===== src/rtl/bcd_score_counter.sv =====
// BCD score counter with decimal ripple-carry add, sticky overflow, high-score
// tracking and active-low seven-segment decode of the live score.
module bcd_score_counter #(
    parameter int unsigned DIGITS   = 3,
    parameter int unsigned SATURATE = 0,
    parameter int unsigned BLANK_LZ = 0
) (
    input  logic                  clk,
    input  logic                  reset,
    input  logic                  clear,
    input  logic                  add_valid,
    input  logic [3:0]            add_amt,
    output logic [4*DIGITS-1:0]   score_bcd,
    output logic [4*DIGITS-1:0]   high_bcd,
    output logic [7*DIGITS-1:0]   hex_out,
    output logic                  overflow,
    output logic                  new_high,
    output logic                  add_err
);

    localparam int unsigned SW = 4 * DIGITS;
    localparam int unsigned HW = 7 * DIGITS;
    localparam logic [SW-1:0] ALL_NINES = {DIGITS{4'h9}};
    localparam logic [6:0] SEG_BLANK = 7'b1111111;

    logic [SW-1:0] score_q, score_d;
    logic [SW-1:0] high_q, high_d;
    logic          overflow_q, overflow_d;
    logic          new_high_q, new_high_d;
    logic          add_err_q, add_err_d;

    logic [SW-1:0] sum_bcd;
    logic          carry_out;
    logic [4:0]    dsum;
    logic          carry;
    logic          add_ok;
    logic [HW-1:0] hex_c;
    logic          lead_zero;
    logic [3:0]    dig;

    function automatic logic [6:0] seg7(input logic [3:0] d);
        logic [6:0] s;
        case (d)
            4'd0:    s = 7'b1000000;
            4'd1:    s = 7'b1111001;
            4'd2:    s = 7'b0100100;
            4'd3:    s = 7'b0110000;
            4'd4:    s = 7'b0011001;
            4'd5:    s = 7'b0010010;
            4'd6:    s = 7'b0000010;
            4'd7:    s = 7'b1111000;
            4'd8:    s = 7'b0000000;
            4'd9:    s = 7'b0010000;
            default: s = SEG_BLANK;
        endcase
        return s;
    endfunction

    assign add_ok = add_valid && (add_amt <= 4'd9);

    // Decimal ripple add: add_amt enters digit 0, carry propagates to the top.
    always_comb begin
        sum_bcd   = '0;
        dsum      = '0;
        carry     = 1'b0;
        carry_out = 1'b0;
        for (int unsigned i = 0; i < DIGITS; i++) begin
            dsum = 5'(score_q[4*i +: 4]) + 5'(carry);
            if (i == 0) begin
                dsum = dsum + 5'(add_amt);
            end
            if (dsum > 5'd9) begin
                dsum  = dsum - 5'd10;
                carry = 1'b1;
            end else begin
                carry = 1'b0;
            end
            sum_bcd[4*i +: 4] = dsum[3:0];
        end
        carry_out = carry;
    end

    always_comb begin
        score_d    = score_q;
        high_d     = high_q;
        overflow_d = overflow_q;
        new_high_d = 1'b0;
        add_err_d  = add_valid && (add_amt > 4'd9);

        if (clear) begin
            score_d    = '0;
            overflow_d = 1'b0;
        end else if (add_ok) begin
            if (carry_out) begin
                overflow_d = 1'b1;
                score_d    = (SATURATE != 0) ? ALL_NINES : sum_bcd;
            end else begin
                score_d = sum_bcd;
            end
        end

        // Packed BCD orders like the decimal value, so a plain compare suffices.
        if ((score_q > high_q) && !((SATURATE == 0) && overflow_q)) begin
            high_d     = score_q;
            new_high_d = 1'b1;
        end
    end

    always_ff @(posedge clk or posedge reset) begin
        if (reset) begin
            score_q    <= '0;
            high_q     <= '0;
            overflow_q <= 1'b0;
            new_high_q <= 1'b0;
            add_err_q  <= 1'b0;
        end else begin
            score_q    <= score_d;
            high_q     <= high_d;
            overflow_q <= overflow_d;
            new_high_q <= new_high_d;
            add_err_q  <= add_err_d;
        end
    end

    // Scan from the top digit; digits above the first nonzero one may be blanked.
    always_comb begin
        hex_c     = '0;
        lead_zero = 1'b1;
        dig       = '0;
        for (int i = int'(DIGITS) - 1; i >= 0; i--) begin
            dig = score_q[4*i +: 4];
            if (dig != 4'd0) begin
                lead_zero = 1'b0;
            end
            if ((BLANK_LZ != 0) && lead_zero && (i != 0)) begin
                hex_c[7*i +: 7] = SEG_BLANK;
            end else begin
                hex_c[7*i +: 7] = seg7(dig);
            end
        end
    end

    assign score_bcd = score_q;
    assign high_bcd  = high_q;
    assign overflow  = overflow_q;
    assign new_high  = new_high_q;
    assign add_err   = add_err_q;
    assign hex_out   = hex_c;

endmodule


===== config.mk =====
export PLATFORM = sky130hd
export DESIGN_NAME = bcd_score_counter
export DESIGN_NICKNAME = d
export VERILOG_FILES = /design/src/rtl/bcd_score_counter.sv
export SDC_FILE = /design/constraint.sdc
export NUM_CORES = 1
export LEC_CHECK = 0
export BUFFER_PORTS_ARGS = -buffer_cell sky130_fd_sc_hd__buf_2
export CORE_MARGIN = 3
export CORE_UTILIZATION = 40
export CTS_BUF_LIST = sky130_fd_sc_hd__clkbuf_2
export CTS_CLUSTER_SIZE = 12
export DETAILED_ROUTE_END_ITERATION = 16
export GPL_TIMING_DRIVEN = 1
export PLACE_DENSITY = 0.67
export SYNTH_ARGS = -nofsm -noshare
export SYNTH_HDL_FRONTEND = slang
export SYNTH_SLANG_ARGS = --single-unit

===== constraint.sdc =====
create_clock -name clk -period 10.83 [get_ports clk]
set_input_delay 0 -clock clk [delete_from_list [all_inputs] [get_ports clk]]
set_output_delay 0 -clock clk [all_outputs]
set_load 0.005 [all_outputs]

[Yosys cells after proc, flatten, opt, wreduce, memory -nomap -nowiden]
Memories as Yosys holds them, arrays and structs flattened.
Index checks and enable logic that the tools add are counted.
Operators by class
  shift operators: 0
  equal/unequal tests: 0
  $lt $le $gt $ge: 6
  multiplexer cells: 12
  reductions and logical operators: 7
  divide/modulo/power cells: 0
  multiply operators: 0
  $add $sub $neg: 6
  bitwise operators: 0
Operator list (number)
  12-bit 2-to-1 mux: 2
  5-bit by 4-bit > comparator with 1-bit output, second input constant: 3
  12-bit > comparator: 1
  4-bit 2-to-1 mux: 3
  4-bit subtractor, second input constant: 3
  4-bit by 1-bit adder with 5-bit output: 2
  1-bit 2-to-1 mux: 7
  4-bit by 4-bit adder with 5-bit output: 1
  4-bit > comparator, second input constant: 1
  4-bit <= comparator, second input constant: 1
  2-bit nonzero test: 2
  1-bit logical AND: 3
  2-bit AND reduction: 1
  1-bit zero test: 1
Word-level totals
  memory bits (writable): 0
  ROM bits: 336
  register bits after elaboration: 27
  bits in latches: 0
  input port bits: 8
  memories: 3
Memory list
  (name not given): words 16, bits a word 7, rd ports 1, clocked after memory_dff 0, write ports 0, RTL line 43  | case (d)
  (name not given): words 16, bits a word 7, rd ports 1, clocked after memory_dff 0, write ports 0, RTL line 43
  (name not given): words 16, bits a word 7, rd ports 1, clocked after memory_dff 0, write ports 0, RTL line 43

[Depth between registers and ports, before layout]
  word-level depth: 12
  depth in mapped cells: 21
  depth with buffers taken out: 21

[Least setup slack after synthesis]
OpenSTA, ideal clock, no wires.
  path kind: reg-to-reg
  from: register score_q[0] (netlist: score_bcd[0])
  to: register score_q[11] (netlist: score_bcd[11])
  cell stages (with the launch flop): 21
  library setup time: 0.136 ns
  required time: 10.694 ns
  data arrival time: 4.318 ns
  buffers on the path: 0
  period minus slack after synthesis: 4.453 ns
  path slack: 6.377 ns
  path through: dfrtp_1 -> ha_1 -> inv_1 -> fa_1 -> xor2_1 -> and2_1 -> o21ai_0 -> ha_1 -> ha_1 -> or2_2 -> a21oi_1 -> nor3_1 -> ha_1 -> ha_1 -> xnor2_1 -> ha_1 -> nor2b_1 -> a31o_2 -> a211o_1 -> a21oi_1 -> a211oi_1
Between the ends
  cells in the longest elaborated chain, start to end: 11
Ends and longest elaborated chain
  start, declared: RTL line 26  | logic [SW-1:0] score_q, score_d;
  start signal, assigned: RTL line 117  | score_q <= score_d;
  4-bit by 4-bit adder with 5-bit output (*): RTL line 70  | dsum = dsum + 5'(add_amt);
  5-bit by 4-bit > comparator with 1-bit output (*): RTL line 72  | if (dsum > 5'd9) begin
  1-bit 2-to-1 mux (*): RTL line 72
  4-bit by 1-bit adder with 5-bit output (*): RTL line 68  | dsum = 5'(score_q[4*i +: 4]) + 5'(carry);
  5-bit by 4-bit > comparator with 1-bit output (*): RTL line 72
  1-bit 2-to-1 mux (*): RTL line 72
  4-bit by 1-bit adder with 5-bit output (*): RTL line 68
  4-bit subtractor / 5-bit by 4-bit > comparator with 1-bit output (equally long branches): RTL line 73, 72
  4-bit 2-to-1 mux (*): RTL line 72
  12-bit 2-to-1 mux (*): RTL line 93  | end else if (add_ok) begin
  12-bit 2-to-1 mux (*): RTL line 90  | if (clear) begin
Every way passes the cells marked *; elsewhere a longest branch is shown, timed or not. The select of a mux whose other input is x is not followed.
A chain may end at the register's enable or synchronous reset.

[Final worst setup path]
Ends and elaborated chain as after synthesis.

==> results.py <==
metrics = {
    "run_status": {
        "status": "finished clean",
    },
    "global_routing": {
        "grt_first_pass_wirelength_um": 9740,
        "grt_max_degree": 28,
        "grt_overflow": 0,
        "antenna_found_initial": 0,
        "grt_pass1_vias": 2120,
        "grt_usage_pct": 16.2,
    },
    "worst_setup_path": {
        "crit_type": "flip-flop to flip-flop",
        "reg2reg_from": "score_bcd[0]",
        "cp.arrival_ps": 5270,
        "critPathSlowestCell": "dfrtp_1",
        "cp-start-kind": "flip-flop",
        "cpMostUsedCell": "ha_1",
        "r2r_slack_ps": 5840,
        "r2r-end": "score_bcd[11]",
        "critical-path-top-delay-family": "adder cells",
        "setup.worst_path.start": "score_bcd[0]",
        "cp.buffers_inverters": 1,
        "reg2reg_depth": 20,
        "worst-path-max-fanout": 8,
        "end_kind": "flip-flop",
        "slowest_delay_ps": 560,
        "cp_cell_sequence": "ha_1, inv_1, fa_1, xor2_1, and2_1, o21ai_0, ha_1, ha_1, or2_2, a21oi_1, nor3_1, ha_1, ha_1, xnor2_1, ha_1, nor2b_1, a31o_2, a211o_1, a21oi_1, a211oi_1",
        "crit_required_ps": 11110,
    },
    "route": {
        "dr.first_iter.drc_count": 89,
        "drt-pass1-iter-count": 4,
        "viasPerCell": 5.32,
        "vias": 2244,
        "wl_um": 5640,
        "ant_nets": 0,
        "drc_errors": 0,
        "drt-wirelength-per-cell_um": 13.4,
    },
    "sta": {
        "fmax_mhz": 200,
        "min_period_over_period_pct": 46.1,
        "maxSlewViolCount": 0,
        "holdWs_ps": 40.0,
        "finalClockSkew_ps": 5.07,
        "setup_viol": 0,
        "hold_viol_final": 0,
        "max_slew.worst_pin.slew_ps": 1050,
        "setup_ws_ps": 5840,
        "fin_crit_ps": 4990,
        "slew_headroom_pct": 29.9,
        "rsz0062_at_grt": "no",
        "finalSetupTns_ps": 0,
    },
    "layout": {
        "final_cell_area_um2": 2830,
        "nets": 398,
        "syn_to_final_growth_pct": 15.7,
        "diodes": 0,
        "fill_cells": 574,
        "drive_above_1_share_pct": 21.1,
    },
    "clocking": {
        "cts.clk_slew.worst_paths_ps": 270,
        "cts_resized": 0,
        "cts_tree": "done",
        "clock-root-buffer": "clkbuf_2",
        "htreeDepth": 1,
        "cts_hold_buf": 4,
        "cts-buffers-inserted": 3,
        "cts_sinks": 27,
        "clk_latency_ps": 360,
        "ctsLongestPathBuffers": 2,
        "post_cts_buffers": 0,
    },
    "logic_synthesis": {
        "synth-compound-area-share_pct": 21.4,
        "ys.flop_type": "dfrtp_1",
        "async_flop_share_pct": 100,
        "synth_top_area_share_pct": 27.6,
        "synth-simple-area-share_pct": 15.3,
        "seq_area_frac_synth_pct": 27.6,
        "yosys-top-cells-area": "dfrtp_1, ha_1, a21oi_1",
        "synthCells": 297,
        "synth_warnings": 0,
        "synth-seq-cells": 27,
        "yosys.area.top_type": "dfrtp_1",
        "syn-cell-area_um2": 2450,
        "synth_adder_area_share_pct": 20.2,
        "synth.distinct_cells": 43,
        "synth_nets": 344,
        "synth.avg_cell_area_um2": 8.24,
        "synthMuxAreaShare_pct": 6.08,
        "synth_edf_count": 0,
        "synth_top_family_by_area": "compound AO/OA/AOI/OAI gates",
        "synthXorXnorAreaFrac_pct": 2.50,
    },
    "placement": {
        "place_ws_ps": 5890,
        "dp_hpwl_um": 4240,
        "port_buffers": 55,
        "globalplace.congestion": 0.829,
        "place_area_um2": 2770,
    },
    "min_path": {
        "hold_path.class": "primary input to flip-flop",
        "hold-path-cell-count": 4,
        "worstHoldEndpoint": "score_bcd[0]",
        "worstHoldStart": "add_amt[0]",
    },
    "power": {
        "power_leakage_nw": 1.45,
        "vdd_drop_max_mv": 0.0542,
        "cellInternalPower_mw": 0.218,
        "p_seq_share_pct": 36.4,
        "switching_share_pct": 40.1,
        "p_comb_share_pct": 52.7,
        "pwr_density_cell_nw_per_um2": 128,
        "finalPower_mw": 0.363,
        "clkPwrFrac_pct": 10.9,
        "power_switching_mw": 0.146,
    },
    "die": {
        "io_pins": 56,
        "die-area_um2": 7100,
        "die_w_um": 84.2,
        "die_h_um": 84.2,
        "start_util_pct": 42.9,
        "num_rows": 27,
        "core_area_um2": 5710,
    },
    "run": {
        "drv_cap": 0,
    },
}
worst min-delay path: cells and delay by family:
kind / cells / cell delay, ps
fa+ha+maj: 1 / 130
compound gates: 1 / 120
buf+inv: 1 / 80
simple gates: 1 / 50
flip-flops by register name (all words and copies together), names as in the netlist:
signal,count
high_bcd,12
score_bcd,12
add_err,1
new_high,1
overflow,1
cell usage after synthesis, types with 4 or more instances:
library cell  count
nor2_1           21
xnor2_1           6
nor3_1            5
dfrtp_1          27
mux2i_1          10
o21ai_0          28
ha_1             38
or2_2             4
clkbuf_1          9
nand2_1          31
nand3_1           7
nand2b_1          5
a21oi_1          29
inv_1            32
logic make-up (layout without fill, tap and decap cells):
| group | count (synthesis) | after routing |
|---|---|---|
| xor gates and xnor gates | 7 | 7 |
| muxes | 14 | 14 |
| DFF | 27 | 27 |
| buffers and inverters | 43 | 96 |
| adders and majority gates | 39 | 39 |
| AOI/OAI and AO/OA | 85 | 85 |
| and+or+nand+nor | 82 | 82 |
cell usage in the layout, fill, tap and decap left out, types with 6 or more instances in the layout:
cell type / instances
nor2_1: 21
nand3_1: 7
ha_1: 38
buf_2: 55
o21ai_0: 28
mux2i_1: 10
inv_1: 32
a21oi_1: 29
dfrtp_1: 27
nand2_1: 31
xnor2_1: 6
worst max-delay path by stage:
stage | to | slack [ps] | cells past startpoint
2_1_floorplan | score_bcd[11] | 6380 | 20
3_3_place_gp | score_bcd[11] | 6150 | 20
3_5_place_dp | score_bcd[11] | 5890 | 20
4_1_cts | score_bcd[11] | 5850 | 20
5_1_grt | score_bcd[9] | 5320 | 20
6_report | score_bcd[11] | 5840 | 20
through the flow:
step	cells	util, %
after global routing	422	49.6
after CTS	422	49.6
final	422	49.6
after global placement	414	48.6
after floorplan	297	-
after detailed placement	414	48.6
power groups by stage:
stage / sequential, mW / combinational, mW / clock (mW)
4_1_cts: 0.133 / 0.195 / 0.0410
3_5_place_dp: 0.134 / 0.192 / 0
6_report: 0.132 / 0.191 / 0.0397
3_3_place_gp: 0.133 / 0.192 / 0
5_1_grt: 0.136 / 0.218 / 0.0440
2_1_floorplan: 0.131 / 0.144 / 0
final cells by class:
class / instances / area (um2) / area share, %
clock buffers: 3 / 15.0 / 0.530
clock inverters: 1 / 5.00 / 0.177
inverters: 32 / 120 / 4.24
multi-input cells: 227 / 1600 / 56.6
flip-flops and latches: 27 / 676 / 23.9
well taps: 72 / 90.1 / 3.18
repair buffers: 60 / 323 / 11.4
per-layer routing:
metal  up-vias  global-route usage (%)  part of all wire, %  routed length (um)
li1       1140                       -                    -                   -
met1      1034                    22.9                   48                2710
met2        65                    26.3                   46                2590
met3         5                    2.26                  5.2                 296
met4         0                    3.80                 0.87                  49
met5         -                       0                    0                   0
Power figures use the tool's default switching activity.
